==> src/rtl/ksa_sched_pkg.sv <==
// rtl/ksa_sched_pkg.sv - shared types and round-robin pick for the KSA scheduler
package ksa_sched_pkg;

  localparam int LIMB_W = 16;

  typedef enum logic [1:0] {IDLE, RUN, DONE} state_t;

  // Lowest offset from ptr (with wrap) whose valid bit is set; 0 when none.
  function automatic int rr_pick(input logic [7:0] valid, input int ptr, input int n);
    int pick;
    pick = 0;
    for (int k = 7; k >= 0; k--) begin
      if (k < n && valid[(ptr + k) % n]) pick = (ptr + k) % n;
    end
    return pick;
  endfunction

endpackage

==> src/rtl/ksa_mp_sched_if.sv <==
// rtl/ksa_mp_sched_if.sv - request/response bundle between requesters and the scheduler
interface ksa_mp_sched_if #(
  parameter int NREQ  = 2,
  parameter int WORDS = 4,
  parameter int IDW   = 1
);
  localparam int OW = 16 * WORDS;

  logic [NREQ-1:0]      req_valid;
  logic [NREQ-1:0]      req_ready;
  logic [NREQ*OW-1:0]   req_a;
  logic [NREQ*OW-1:0]   req_b;
  logic [NREQ-1:0]      req_cin;
  logic                 rsp_valid;
  logic                 rsp_ready;
  logic [IDW-1:0]       rsp_id;
  logic [OW-1:0]        rsp_sum;
  logic                 rsp_cout;

  modport master (
    output req_valid, req_a, req_b, req_cin, rsp_ready,
    input  req_ready, rsp_valid, rsp_id, rsp_sum, rsp_cout
  );

  modport slave (
    input  req_valid, req_a, req_b, req_cin, rsp_ready,
    output req_ready, rsp_valid, rsp_id, rsp_sum, rsp_cout
  );

endinterface

==> src/rtl/ksa16.sv <==
// rtl/ksa16.sv - 16-bit Kogge-Stone adder
module ksa16 (
  input  logic [15:0] A,
  input  logic [15:0] B,
  input  logic        Cin,
  output logic        Cout,
  output logic [15:0] Sum
);

  logic [4:0][15:0] gg;
  logic [4:0][15:0] pp;
  logic [16:0]      c;

  always_comb begin
    gg[0] = A & B;
    pp[0] = A ^ B;
    for (int l = 1; l < 5; l++) begin
      for (int i = 0; i < 16; i++) begin
        if (i >= (1 << (l - 1))) begin
          gg[l][i] = gg[l-1][i] | (pp[l-1][i] & gg[l-1][i - (1 << (l - 1))]);
          pp[l][i] = pp[l-1][i] & pp[l-1][i - (1 << (l - 1))];
        end else begin
          gg[l][i] = gg[l-1][i];
          pp[l][i] = pp[l-1][i];
        end
      end
    end
    // Group generate/propagate down to bit 0 fold in the incoming carry.
    c[0] = Cin;
    for (int i = 0; i < 16; i++) begin
      c[i+1] = gg[4][i] | (pp[4][i] & Cin);
    end
    Sum  = pp[0] ^ c[15:0];
    Cout = c[16];
  end

endmodule

==> src/rtl/ksa_rr_arb.sv <==
// rtl/ksa_rr_arb.sv - round-robin grant with pointer advanced past each accepted requester
module ksa_rr_arb
  import ksa_sched_pkg::*;
#(
  parameter int NREQ = 2,
  parameter int IDW  = 1
) (
  input  logic            clk,
  input  logic            rst,
  input  logic [NREQ-1:0] req_valid_i,
  input  logic            accept_i,
  output logic [NREQ-1:0] gnt_o,
  output logic [IDW-1:0]  gnt_idx_o,
  output logic            gnt_any_o
);

  logic [IDW-1:0] ptr_q;
  logic [IDW-1:0] ptr_d;
  int             pick;

  always_comb begin
    pick      = rr_pick(8'(req_valid_i), int'(ptr_q), NREQ);
    gnt_any_o = |req_valid_i;
    gnt_o     = gnt_any_o ? (NREQ'(1) << pick) : '0;
    gnt_idx_o = IDW'(pick);
    ptr_d     = ptr_q;
    if (accept_i && gnt_any_o) ptr_d = IDW'((pick + 1) % NREQ);
  end

  always_ff @(posedge clk) begin
    if (rst) ptr_q <= '0;
    else     ptr_q <= ptr_d;
  end

endmodule

==> src/rtl/ksa_mp_sched.sv <==
// rtl/ksa_mp_sched.sv - multi-precision add scheduler sharing one 16-bit KSA between requesters
module ksa_mp_sched
  import ksa_sched_pkg::*;
#(
  parameter int NREQ  = 2,
  parameter int WORDS = 4,
  parameter int IDW   = 1
) (
  input logic           clk,
  input logic           rst,
  ksa_mp_sched_if.slave bus
);

  localparam int OW = LIMB_W * WORDS;
  localparam int LW = (WORDS > 1) ? $clog2(WORDS) : 1;

  state_t                          state_q, state_d;
  logic [WORDS-1:0][LIMB_W-1:0]    a_q, a_d;
  logic [WORDS-1:0][LIMB_W-1:0]    b_q, b_d;
  logic [WORDS-1:0][LIMB_W-1:0]    sum_q, sum_d;
  logic                            carry_q, carry_d;
  logic                            cout_q, cout_d;
  logic [LW-1:0]                   limb_q, limb_d;
  logic [IDW-1:0]                  id_q, id_d;

  logic [NREQ-1:0][OW-1:0]         req_a_arr;
  logic [NREQ-1:0][OW-1:0]         req_b_arr;
  logic [NREQ-1:0]                 req_ready;
  logic [NREQ-1:0]                 gnt;
  logic [IDW-1:0]                  gnt_idx;
  logic                            gnt_any;
  logic [LIMB_W-1:0]               ksa_sum;
  logic                            ksa_cout;

  assign req_a_arr = bus.req_a;
  assign req_b_arr = bus.req_b;

  ksa_rr_arb #(
    .NREQ (NREQ),
    .IDW  (IDW)
  ) u_arb (
    .clk         (clk),
    .rst         (rst),
    .req_valid_i (bus.req_valid),
    .accept_i    (state_q == IDLE),
    .gnt_o       (gnt),
    .gnt_idx_o   (gnt_idx),
    .gnt_any_o   (gnt_any)
  );

  ksa16 u_ksa (
    .A    (a_q[limb_q]),
    .B    (b_q[limb_q]),
    .Cin  (carry_q),
    .Cout (ksa_cout),
    .Sum  (ksa_sum)
  );

  always_comb begin
    state_d   = state_q;
    a_d       = a_q;
    b_d       = b_q;
    sum_d     = sum_q;
    carry_d   = carry_q;
    cout_d    = cout_q;
    limb_d    = limb_q;
    id_d      = id_q;
    req_ready = '0;
    unique case (state_q)
      IDLE: begin
        req_ready = gnt;
        if (gnt_any) begin
          a_d     = req_a_arr[gnt_idx];
          b_d     = req_b_arr[gnt_idx];
          carry_d = bus.req_cin[gnt_idx];
          id_d    = gnt_idx;
          limb_d  = '0;
          state_d = RUN;
        end
      end
      RUN: begin
        sum_d[limb_q] = ksa_sum;
        carry_d       = ksa_cout;
        limb_d        = limb_q + LW'(1);
        if (limb_q == LW'(WORDS - 1)) begin
          cout_d  = ksa_cout;
          limb_d  = '0;
          state_d = DONE;
        end
      end
      DONE: begin
        if (bus.rsp_ready) state_d = IDLE;
      end
      default: state_d = IDLE;
    endcase
  end

  always_ff @(posedge clk) begin
    if (rst) begin
      state_q <= IDLE;
      a_q     <= '0;
      b_q     <= '0;
      sum_q   <= '0;
      carry_q <= 1'b0;
      cout_q  <= 1'b0;
      limb_q  <= '0;
      id_q    <= '0;
    end else begin
      state_q <= state_d;
      a_q     <= a_d;
      b_q     <= b_d;
      sum_q   <= sum_d;
      carry_q <= carry_d;
      cout_q  <= cout_d;
      limb_q  <= limb_d;
      id_q    <= id_d;
    end
  end

  assign bus.req_ready = req_ready;
  assign bus.rsp_valid = (state_q == DONE);
  assign bus.rsp_id    = id_q;
  assign bus.rsp_sum   = sum_q;
  assign bus.rsp_cout  = cout_q;

endmodule

==> src/flat_wrapper.sv <==
// flat-port wrapper written by rule: the top's interface ports become plain ports
module ksa_mp_sched_flat import ksa_sched_pkg::*;
#(
  parameter int NREQ  = 2,
  parameter int WORDS = 4,
  parameter int IDW   = 1
)
  (clk, rst, bus_req_valid, bus_req_a, bus_req_b, bus_req_cin, bus_rsp_ready, bus_req_ready, bus_rsp_valid, bus_rsp_id, bus_rsp_sum, bus_rsp_cout);
  ksa_mp_sched_if #(.NREQ(NREQ), .WORDS(WORDS), .IDW(IDW)) bus_i ();
  input logic clk;
  input logic rst;
  input wire logic [$bits(bus_i.req_valid)-1:0] bus_req_valid;
  input wire logic [$bits(bus_i.req_a)-1:0] bus_req_a;
  input wire logic [$bits(bus_i.req_b)-1:0] bus_req_b;
  input wire logic [$bits(bus_i.req_cin)-1:0] bus_req_cin;
  input wire logic [$bits(bus_i.rsp_ready)-1:0] bus_rsp_ready;
  output wire logic [$bits(bus_i.req_ready)-1:0] bus_req_ready;
  output wire logic [$bits(bus_i.rsp_valid)-1:0] bus_rsp_valid;
  output wire logic [$bits(bus_i.rsp_id)-1:0] bus_rsp_id;
  output wire logic [$bits(bus_i.rsp_sum)-1:0] bus_rsp_sum;
  output wire logic [$bits(bus_i.rsp_cout)-1:0] bus_rsp_cout;
  assign bus_i.req_valid = bus_req_valid;
  assign bus_i.req_a = bus_req_a;
  assign bus_i.req_b = bus_req_b;
  assign bus_i.req_cin = bus_req_cin;
  assign bus_i.rsp_ready = bus_rsp_ready;
  assign bus_req_ready = bus_i.req_ready;
  assign bus_rsp_valid = bus_i.rsp_valid;
  assign bus_rsp_id = bus_i.rsp_id;
  assign bus_rsp_sum = bus_i.rsp_sum;
  assign bus_rsp_cout = bus_i.rsp_cout;
  ksa_mp_sched #(.NREQ(NREQ), .WORDS(WORDS), .IDW(IDW)) u_core (.clk(clk), .rst(rst), .bus(bus_i));
endmodule
==> config.mk <==
export PLATFORM = sky130hd
export DESIGN_NAME = ksa_mp_sched_flat
export DESIGN_NICKNAME = d
export VERILOG_FILES = /design/src/rtl/ksa_sched_pkg.sv /design/src/rtl/ksa_mp_sched_if.sv /design/src/rtl/ksa16.sv /design/src/rtl/ksa_rr_arb.sv /design/src/rtl/ksa_mp_sched.sv /design/src/flat_wrapper.sv
export SDC_FILE = /design/constraint.sdc
export NUM_CORES = 1
export LEC_CHECK = 0
export BUFFER_PORTS_ARGS = -buffer_cell sky130_fd_sc_hd__buf_2
export CORE_ASPECT_RATIO = 1.1
export CORE_MARGIN = 10
export CORE_UTILIZATION = 40
export CTS_CLUSTER_DIAMETER = 40
export DETAILED_ROUTE_END_ITERATION = 6
export PLACE_DENSITY = 0.67
export SLEW_MARGIN = 30
export SYNTH_ARGS = -nofsm -noshare
export SYNTH_HDL_FRONTEND = slang
export SYNTH_SLANG_ARGS = --single-unit
==> constraint.sdc <==
create_clock -name clk -period 12.56 [get_ports clk]
set_input_delay 0 -clock clk [delete_from_list [all_inputs] [get_ports clk]]
set_output_delay 0 -clock clk [all_outputs]
set_load 0.005 [all_outputs]
---- Yosys cells after proc, flatten, opt, wreduce, memory -nomap -nowiden ----
Index checks and enable logic that the tools add are counted.
storage, ports and cells
  flip-flop bits (word level) ............. 200
  input port bits ......................... 263
  logic and storage cells ................. 256
cells by class
  reduce and logical (&&, ||, !) cells .... 9
  bitwise gates (word level) .............. 183
  $add $sub $neg .......................... 3
  shift operators ......................... 1
  multiplexer cells ....................... 31
  $lt $le $gt $ge ......................... 5
  equality and inequality tests ........... 6
operators by type and width
  kind                                                                           count
  64-bit 2-to-1 mux                                                              4
  1-bit AND                                                                      114
  1-bit OR                                                                       65
  16-bit binary-select mux with 2-bit select                                     2
  64-bit bitwise mux                                                             1
  32-bit 2-to-1 mux                                                              2
  16-bit 2-to-1 mux                                                              3
  16-bit demux with 2-bit select                                                 1
  1-bit by 32-bit << shifter with 2-bit output (first input constant)            1
  16-bit XOR                                                                     2
  16-bit AND                                                                     1
  2-bit 2-to-1 mux                                                               7
  1-bit 2-to-1 mux                                                               7
  2-bit case mux with 3 select lines                                             1
  2-bit AND reduction                                                            3
  2-bit by 5-bit less-than comparator with 1-bit output (second input constant)  1
  2-bit equality test (second input constant)                                    2
  1-bit by 4-bit less-than comparator with 1-bit output (second input constant)  1
  2-bit by 1-bit != test with 1-bit output (second input constant)               2
  2-bit case mux with 2 select lines                                             1
  2-bit by 3-bit less-than comparator with 1-bit output (second input constant)  1
  3-bit AND reduction                                                            1
  1-bit adder (second input constant)                                            2
  2-bit by 1-bit adder with 2-bit output (second input constant)                 1
  other kinds (11)                                                               12

---- Longest topological paths before layout ----
Gate-level depths: netlist of run 1.
  depth in word-level cells ............... 13
  gate-level depth with buffers ........... 14
  depth with buffers taken out ............ 8

---- Modules after synthesis ----
From an unflattened synthesis of run 1, not the netlist that was laid out.
unflattened totals
  cell total of the unflattened synthesis .. 1046
  area, all modules ....................... 9795.6 um^2
modules (own cells, without submodules)
  module        instances  area an instance (um^2)  sequential area each (um^2)  cells each
  ksa_mp_sched  1          8937.3                   3983.8                       933
  ksa16         1          779.5                    0.0                          104
  ksa_rr_arb    1          78.8                     20.0                         9

---- Worst setup path before layout of run 1 ----
No wires, ideal clock.
  path type ............................... reg2reg
  start ................................... reg u_core.limb_q[0]
  end ..................................... reg u_core.sum_q, in the netlist u_core.bus.rsp_sum[15]
  buffers on the path ..................... 4
  arrival time ............................ 3.900 ns
  stages on the path, launching flop included .. 13
  path slack .............................. 8.565 ns
  period minus slack after synthesis ...... 3.995 ns
  setup time .............................. 0.095 ns
  cells stage by stage .................... dfxtp_1 > clkbuf_1 > buf_1 > mux4_2 > ha_1 > and3_4 > and4_1 > a21boi_2 > or4_4 > buf_6 > and2_4 > buf_6 > o311ai_1
between the ends
  longest elaborated chain between the ends .. 13
  elaborated cells between the ends (all ways) .. 57
RTL lines
  element                                                               RTL line                                text
  start: declaration                                                    ksa_mp_sched.sv:23                      logic [LW-1:0] limb_q, limb_d;
  start signal: assignment                                              ksa_mp_sched.sv:115                     limb_q <= limb_d;
  16-bit binary-select mux with 2-bit select, on equally long branches  ksa_mp_sched.sv:52, ksa_mp_sched.sv:53
  16-bit 2-to-1 mux, on equally long branches                           ksa_mp_sched.sv:52, ksa_mp_sched.sv:53
  16-bit XOR / 16-bit AND (equally long branches)                       ksa16.sv:16, ksa16.sv:15
  1-bit AND, on equally long branches                                   ksa16.sv:20, ksa16.sv:21
  1-bit OR / 1-bit AND (equally long branches)                          ksa16.sv:20                             gg[l][i] = gg[l-1][i] | (pp[l-1][i] & gg[l-1][i - (1 << (l - 1))]);
  1-bit AND / 1-bit OR (equally long branches)                          ksa16.sv:20
  1-bit OR / 1-bit AND (equally long branches)                          ksa16.sv:20
  1-bit AND / 1-bit OR (equally long branches)                          ksa16.sv:20
  1-bit OR / 1-bit AND (equally long branches)                          ksa16.sv:20
  1-bit OR                                                              ksa16.sv:20
  1-bit OR                                                              ksa16.sv:31                             c[i+1] = gg[4][i] | (pp[4][i] & Cin);
  16-bit XOR                                                            ksa16.sv:33                             Sum = pp[0] ^ c[15:0];
  64-bit bitwise mux *                                                  ksa_mp_sched.sv:82                      sum_d[limb_q] = ksa_sum;
  end signal: assignment                                                ksa_mp_sched.sv:112                     sum_q <= sum_d;
  end: declaration                                                      ksa_mp_sched.sv:20                      logic [WORDS-1:0][LIMB_W-1:0] sum_q, sum_d;
Mark *: on every way between the ends. The rest lies on a longest branch, timed or not. The select of a mux whose other input is x is not followed.
A chain may end at the register's enable or synchronous reset.

---- Final worst setup path of run 1 ----
  start ................................... reg u_core.state_q[1]
  end ..................................... reg u_core.b_q[46] in the netlist's numbering
between the ends
  longest elaborated chain between the ends .. 2
RTL lines
  element                        RTL line             text
  start: declaration             ksa_mp_sched.sv:17   state_t state_q, state_d;
  start signal: assignment       ksa_mp_sched.sv:109  state_q <= state_d;
  2-bit logical NOT              ksa_mp_sched.sv:69   unique case (state_q)
  2-bit AND reduction (no line)  -
  end signal: assignment         ksa_mp_sched.sv:102  b_q <= '0;
  end signal: assignment         ksa_mp_sched.sv:111  b_q <= b_d;
  end: declaration               ksa_mp_sched.sv:19   logic [WORDS-1:0][LIMB_W-1:0] b_q, b_d;
Every way passes these cells.

==> results of run 1 <==
-- power groups by stage --
stage,Combinational (mW),Sequential (mW),Clock (mW)
floorplan,0.200,0.711,0
global placement,0.293,0.738,0
detailed placement,0.298,0.738,0
CTS,0.411,0.723,0.576
global route,0.463,0.729,0.603
finish,0.430,0.725,0.574
-- state kept, by name, indices dropped and copies added (netlist names) --
name and flops:
u_core.a_q 64, u_core.b_q 64, u_core.bus.rsp_sum 64, u_core.limb_q 2, u_core.state_q 2, u_core.bus.rsp_cout 1
u_core.bus.rsp_id 1, u_core.carry_q 1, u_core.u_arb.ptr_q 1
-- repair_timing --
action,CTS,global route
endpoints found under the hold margin,129,0
hold buffers,257,0
endpoints found under the setup margin,0,0
-- Yosys cell counts, types with 7 or more instances --
library cell    n
o311ai_0        8
ha_1           20
o31ai_1         8
mux4_2         32
nor3_1          9
a2111o_1        8
and2_1          7
dfxtp_1       200
nand2_1        68
clkbuf_1       81
a222oi_1      128
nand3_1        44
buf_1           9
a21oi_1        50
nor2_1        140
and3_1         10
inv_1           9
o21ai_0        20
o211ai_1        8
-- layout by cell type (no fill, tap or decap), drive strengths merged, types with 2 or more instances in the layout --
master,n
nand3,44
and2,9
a21o,6
nor2,140
o31ai,8
a211oi,5
nor3b,2
clkbuf,18
o21ai,21
o211ai,8
or2,4
and3,12
o31a,2
a221oi,2
a21oi,51
dlygate4sd3,257
xnor2,3
nand3b,2
mux4,32
dfxtp,200
diode,6
o311ai,12
a21boi,5
or3,2
mux2i,2
a222oi,128
or4,2
buf,337
inv,17
clkinv,4
nor2b,3
nand2,68
ha,20
nor3,9
a2111o,8
a31oi,3
nand2b,5
-- routing by layer --
| metal | vias up | GRT usage (%) |
|---|---|---|
| met5 | - | 0 |
| met4 | 0 | 13.3 |
| met3 | 123 | 7.10 |
| met2 | 662 | 46.7 |
| met1 | 5067 | 30.9 |
| li1 | 4704 | - |
-- final cells by class --
| type | count | area share [%] |
|---|---|---|
| repair buffers | 594 | 30.8 |
| flip-flops and latches | 200 | 28.8 |
| multi-input cells | 626 | 33.0 |
| diodes | 6 | 0.108 |
| clock inverters | 14 | 1.24 |
| inverters | 9 | 0.242 |
| well taps | 295 | 2.65 |
| clock buffers | 18 | 3.15 |
-- worst min-delay path by stage --
| stage | to | start | cells after the start |
|---|---|---|---|
| 6_report | u_core.bus.rsp_sum[3]$_SDFFE_PP0P_ | rst | 2 |
| 2_1_floorplan | u_core.a_q[0]$_SDFFE_PP0P_ | bus_req_a[64] | 2 |
| 4_1_cts | u_core.b_q[41]$_SDFFE_PP0P_ | rst | 2 |
| 3_3_place_gp | u_core.b_q[35]$_SDFFE_PP0P_ | bus_req_b[99] | 3 |
| 3_5_place_dp | u_core.b_q[20]$_SDFFE_PP0P_ | bus_req_b[84] | 3 |
| 5_1_grt | u_core.b_q[6]$_SDFFE_PP0P_ | rst | 2 |
-- logic make-up (layout without fill, tap and decap cells) --
group / count (synthesis) / count (layout) / share of synthesized area, %
multiplexers: 34 / 34 / 8.25
adder cells (fa/ha/maj): 21 / 21 / 3.01
AO/OA/AOI/OAI: 263 / 263 / 24.4
XOR/XNOR: 4 / 4 / 0.390
other: 0 / 6 / 0
flip-flops: 200 / 200 / 44.6
buffers and inverters: 102 / 635 / 4.45
AND/OR/NAND/NOR: 304 / 304 / 14.9
-- metrics by stage --
stage,setup WS (ps),cell area [sq um]
floorplan,8570,8980
finish,8860,13900
global route,8620,13900
CTS,8920,13900
global placement,8730,10700
detailed placement,8930,10700
==> impl_metrics.csv, run 1 <==
group,metric,value,unit
critical_path,critical_path.endpoint_type,"register",
sta,post-route-min-period,3700,ps
detailed_routing,routed-wl-met3,3500,um
status,violations,"DRC",
critical_path,crit_required,12920,ps
synth,number_of_different_library_cells_in_the_post_synthesis_netlist,54,
sta,worstMarginPinSlew,1030,ps
floorplan,initial_core_util,40.6,%
critical_path,worstSetupStartpoint,"u_core.state_q[1]$_SDFFE_PP0P_",
finish,seqCellArea,4010,sq um
synth,count_of_mapped_cells_out_of_synthesis,928,
global_route,grt_pass1_wl,61900,um
detailed_routing,drt.antenna.violating_nets,0,
global_route,first_global_vias,10700,
detailed_routing,highest-signal-layer,"met4",
status,outcome,"complete, but fails checks",
power,p_int,1.20,mW
detailed_routing,route.detailed.wl_per_inst,23.1,um
critical_path,cp-start-kind,"register",
critical_path,worstReg2RegEnd,"u_core.b_q[46]$_SDFFE_PP0P_",
flow_run,max_cap_violations,0,
floorplan,std_cell_rows,57,
critical_path,crit_path_arrival_time,4060,ps
synth,post_syn_nets,1212,
critical_path,worst-setup-path-type,"register to register",
detailed_routing,drc,35,
clocking,cts-htree-levels,4,
floorplan,dieArea,28800,sq um
detailed_routing,drtIter0Drc,1460,
power,total_power,1.73,mW
finish,layout.core_utilization,63.0,%
global_route,global_route.usage.total,27.3,%
critical_path,path_cells,"nor2_1 > o21ai_4 > nor2b_4 > buf_4 > a222oi_1 > dlygate4sd3_1 > nor2_1",
critical_path,path_delay_family,"buffers and inverters",
clocking,clock_tree.root_cell,"clkbuf_16",
clocking,cts_setup_buffers,0,
critical_path,reg2reg_setup_slack,8860,ps
detailed_routing,post_drt_via_cell_ratio,5.99,
sta,layout_worst_path_cycle_share,29.5,%
placed_design,place_congestion,0.909,
critical_path,worst_r2r_startpoint,"u_core.state_q[1]$_SDFFE_PP0P_",
critical_path,cp.depth,7,
placed_design,port_buffers,331,
power,peakVddDrop,0.0915,mV
critical_path,critical_path.most_common_cell,"nor2_1",
placed_design,dp_hpwl,26600,um
floorplan,boundaryPins,332,
sta,timing.fmax,270,MHz
global_route,grt_start_max_net_pins,106,
detailed_routing,vias_after_detailed_routing,10600,
detailed_routing,dr.pass1.iters,7,
placed_design,placed_cells,1467,
sta,grt_setup_unrepaired,"false",
detailed_routing,wl_met1,14900,um
critical_path,timing.critical_path.fanout_max,91,
global_route,total_congestion_overflow,0,
synth,synth_area_per_cell,9.67,sq um
power,clock_power_share,33.2,%
power,power_switching_share,30.4,%
synth,synth_largest_area_cell,"dfxtp_1",
finish,multiInputGateArea,4600,sq um
sta,slew-limit-headroom,31.3,%
detailed_routing,sum_of_met2_wire_segment_lengths_after_detailed_routing,20400,um
synth,post_synth_edffs,0,
power,power_density,124,nW/um^2
power,seq_power_share,41.9,%
floorplan,area_inside_the_core_boundary,22100,sq um
critical_path,max_stage_delay,890,ps
synth,synth_warnings,0,
global_route,grt_antenna_before_repair,6,
floorplan,die_width,163,um
clocking,clkSlewWorstSetupHoldPaths,80,ps
sta,finalHoldViolCount,0,
critical_path,rr_worst_depth,7,
critical_path,critPathSlowestCell,"buf_4",
critical_path,crit_buf_inv,2,
floorplan,die_span_y,177,um
critical_path,critPathCapture,"u_core.b_q[46]$_SDFFE_PP0P_",
power,proportion_of_power_drawn_by_combinational_gates,24.9,%
clocking,worstSkewPairLatency,450,ps
synth,synth_seq_cells,200,
clocking,cts_repair_resize_count,0,
sta,finalSetupViolCount,0,
finish,syn_to_final_growth,55.2,%
finish,finish.cell_count_without_fillers,1762,
finish,nets,1732,
synth,postSynth.topFlopCell,"dfxtp_1",
synth,synthArstFlopShare,0,%
clocking,clock_sink_total,200,
synth,synth_area,8980,sq um
clocking,cts_buffers,17,
synth,yosysTopAreaCellShare,44.6,%
finish,layout-drive-gt1-share,28.9,%
clocking,tritoncts,"yes",
sta,timing.clock.skew,16.1,ps
sta,holdWs,28.2,ps
power,switching_power,0.527,mW
synth,ys_top_cells_by_area,"dfxtp_1 45%, a222oi_1 14%, mux4_2 8.0%, nor2_1 5.9%, clkbuf_1 3.4%",
finish,fillerInstances,1752,
power,cellLeakagePower,5.83,nW
sta,setup-tns-final,0,ps
hold_path,timing.hold.worst.class,"primary input to register",
sta,timing.final.max_slew_violations,0,
detailed_routing,wirelength,40800,um
clocking,maximum_clock_insertion_buffer_count,2,
synth,synth.yosys.seq_area_share,44.6,%
Power figures use the tool's default switching activity.
==> run 2: changes to the inputs <==
- ABC_AREA: unset -> 1
- clock period: 12.56 -> 3.1 ns (I/O delays scaled with it)
==> run 2 against run 1 <==
Largest power group unchanged. Count of clock-buffer cells in the layout shrank 1. Sequential power grew to 4.1 times the previous value. Combinational power rose to 5.7 times the previous value. Critical path depth grew 8. The run now ends clean. Sequential share of layout area down 3.4 points. Power rose to 4.5 times the previous value. Area after synthesis is 20% higher. First-iteration DRC count is 26% lower. Via count rose by 23%.
==> impl_metrics.csv, run 2 <==
group,metric,value,unit
sta,grt_setup_unrepaired,"false",
floorplan,std_cell_rows,62,
global_route,grt_antenna_before_repair,6,
global_route,global_route.usage.total,24.7,%
placed_design,place_congestion,0.980,
critical_path,crit_buf_inv,4,
synth,cell_with_the_most_instances_after_synthesis,"nand2_1",
finish,final_cell_mix,"648 x nand2_1, 331 x buf_2, 262 x dlygate4sd3_1",
synth,synth_area,10800,sq um
critical_path,crit_path_arrival_time,3110,ps
finish,layout-drive-gt1-share,17.4,%
critical_path,worst-setup-path-type,"register to register",
clocking,cts-htree-levels,4,
critical_path,cp.depth,15,
clocking,worstSkewPairLatency,450,ps
clocking,maximum_clock_insertion_buffer_count,2,
finish,syn_to_final_growth,46.9,%
sta,setup-tns-final,0,ps
finish,final_common_cell,"nand2_1",
placed_design,dp_slack,450,ps
critical_path,rr_worst_depth,15,
hold_path,timing.hold.worst.class,"primary input to register",
global_route,total_congestion_overflow,0,
synth,postSynth.topFlopCell,"dfxtp_1",
placed_design,dp_hpwl,30400,um
global_route,grt_pass1_wl,67300,um
floorplan,dieArea,33900,sq um
status,outcome,"complete, no violations",
clocking,cts_buffers,17,
sta,timing.final.max_slew_violations,0,
critical_path,critical_path.endpoint_type,"register",
sta,slew-limit-headroom,44.0,%
detailed_routing,drc,0,
critical_path,path_cells,"inv_2 > buf_4 > o21ai_0 > o22ai_1 > ha_1 > nand2_1 > inv_1 > a21oi_1 > nand3_1 > nand2_1 > nand2_1 > nand2_1 > nand3_1 > nand2_1 > inv_1",
detailed_routing,wirelength,43100,um
synth,number_of_different_library_cells_in_the_post_synthesis_netlist,29,
power,total_power,7.73,mW
floorplan,area_inside_the_core_boundary,26300,sq um
sta,timing.fmax,361,MHz
power,peakVddDrop,0.283,mV
critical_path,critPathSlowestCell,"ha_1",
detailed_routing,drt.antenna.violating_nets,0,
global_route,grt_start_max_net_pins,126,
synth,synth_warnings,0,
detailed_routing,route.detailed.wl_per_inst,16.5,um
synth,count_of_mapped_cells_out_of_synthesis,1708,
flow_run,max_cap_violations,0,
finish,final_cell_area,15800,sq um
detailed_routing,post_drt_via_cell_ratio,4.96,
sta,finalSetupViolCount,0,
sta,final_worst_slack,329,ps
floorplan,boundaryPins,332,
sta,holdWs,51.9,ps
clocking,clock_tree.root_cell,"clkbuf_16",
finish,fillerInstances,2317,
synth,ys_top_cells_by_area,"dfxtp_1 37%, nand2_1 23%, nand3_1 8.9%, inv_1 8.5%, o21ai_0 4.1%",
clocking,clock_sink_total,200,
synth,post_synth_edffs,0,
finish,layout.core_utilization,60.1,%
clocking,postCtsHoldBufs,262,
finish,finish.cell_count_without_fillers,2613,
clocking,clkSlewWorstSetupHoldPaths,80,ps
placed_design,placed_cells,2313,
synth,post_synth_most_frequent_cells,"648 x nand2_1, 244 x inv_1, 200 x dfxtp_1, 191 x nand3_1, 88 x o21ai_0",
power,cellLeakagePower,8.91,nW
sta,post-route-min-period,2770,ps
clocking,cts_setup_buffers,0,
critical_path,crit_required,3440,ps
sta,timing.clock.skew,14.8,ps
sta,finalHoldViolCount,0,
synth,synth_seq_cells,200,
detailed_routing,vias_after_detailed_routing,13000,
synth,post_syn_nets,1992,
critical_path,critical_path.most_common_cell,"nand2_1",
synth,synthArstFlopShare,0,%
placed_design,detailed_place.area,12500,sq um
detailed_routing,dr.pass1.iters,7,
global_route,first_global_vias,13200,
clocking,cts_repair_resize_count,0,
synth,synth.yosys.seq_area_share,37.2,%
synth,synth_area_per_cell,6.30,sq um
sta,worstMarginPinSlew,839,ps
power,power_density,489,nW/um^2
critical_path,max_stage_delay,340,ps
floorplan,initial_core_util,40.9,%
critical_path,cp-start-kind,"register",
critical_path,timing.critical_path.fanout_max,26,
detailed_routing,drtIter0Drc,1078,
finish,nets,2526,
synth,synth_largest_area_cell,"dfxtp_1",
critical_path,path_delay_family,"simple AND/OR/NAND/NOR gates",
hold_path,cell_depth_of_the_worst_hold_path,5,
placed_design,port_buffers,331,
clocking,tritoncts,"yes",
synth,yosysTopAreaCellShare,37.2,%
floorplan,die_width,176,um
sta,layout_worst_path_cycle_share,89.4,%
floorplan,die_span_y,192,um
-- run 2: changes by cell type after synthesis, moves of 31 or more --
cell,delta
nand2_1,+580
inv_1,+235
nand3_1,+147
a222oi_1,-128
o21ai_0,+68
nor2_1,-62
clkbuf_1,-43
buf_2,+34
o21a_1,+33
mux4_2,-32
o22ai_1,+31
-- run 2: cell families after synthesis --
group	Yosys count	synth area share, %
compound gates	210	11.6
xor+xnor	5	0.407
fa+ha+maj	21	2.51
buf+inv	344	13.4
flops	200	37.2
simple gates	928	34.9
-- run 2: cell type report --
cell class              count  area, sq um  share of cell area (%)
well taps                 352          440                    2.79
inverters                 251          955                    6.04
multi-input cells        1164         5320                    33.6
diodes                      6         15.0                  0.0950
clock buffers              17          425                    2.69
repair buffers            608         4440                    28.1
flip-flops and latches    200         4010                    25.3
clock inverters            15          206                    1.31
-- run 2: path summary, 6_finish.rpt --
path              slack (ps)                       startpoint                                   to
setup / recovery         330    u_core.limb_q[0]$_SDFFE_PP0P_  u_core.bus.rsp_sum[57]$_SDFFE_PP0P_
hold / removal            50                 bus_req_valid[0]      u_core.u_arb.ptr_q$_SDFFE_PP0P_
hold reg to reg          470  u_core.u_arb.ptr_q$_SDFFE_PP0P_      u_core.u_arb.ptr_q$_SDFFE_PP0P_
setup reg to reg         330    u_core.limb_q[0]$_SDFFE_PP0P_  u_core.bus.rsp_sum[57]$_SDFFE_PP0P_
-- run 2: report_power, final --
part           switching (mW)  internal (mW)
logic                    1.35           1.08
registers               0.169           2.78
clock network            1.18           1.18
-- run 2: tightest hold or removal path: cells and delay by family --
family | cells | cell delay, ps
buffers and inverters | 1 | 110
AND/OR/NAND/NOR | 3 | 250
AO/OA/AOI/OAI | 1 | 80
-- run 2: routing by layer --
layer | up-vias | share of wire [%] | track usage, %
met5 | - | 0 | 0
met4 | 0 | 5.2 | 14.2
met3 | 145 | 6.4 | 5.11
met2 | 538 | 49 | 42.6
met1 | 5873 | 40 | 27.9
li1 | 6398 | - | -
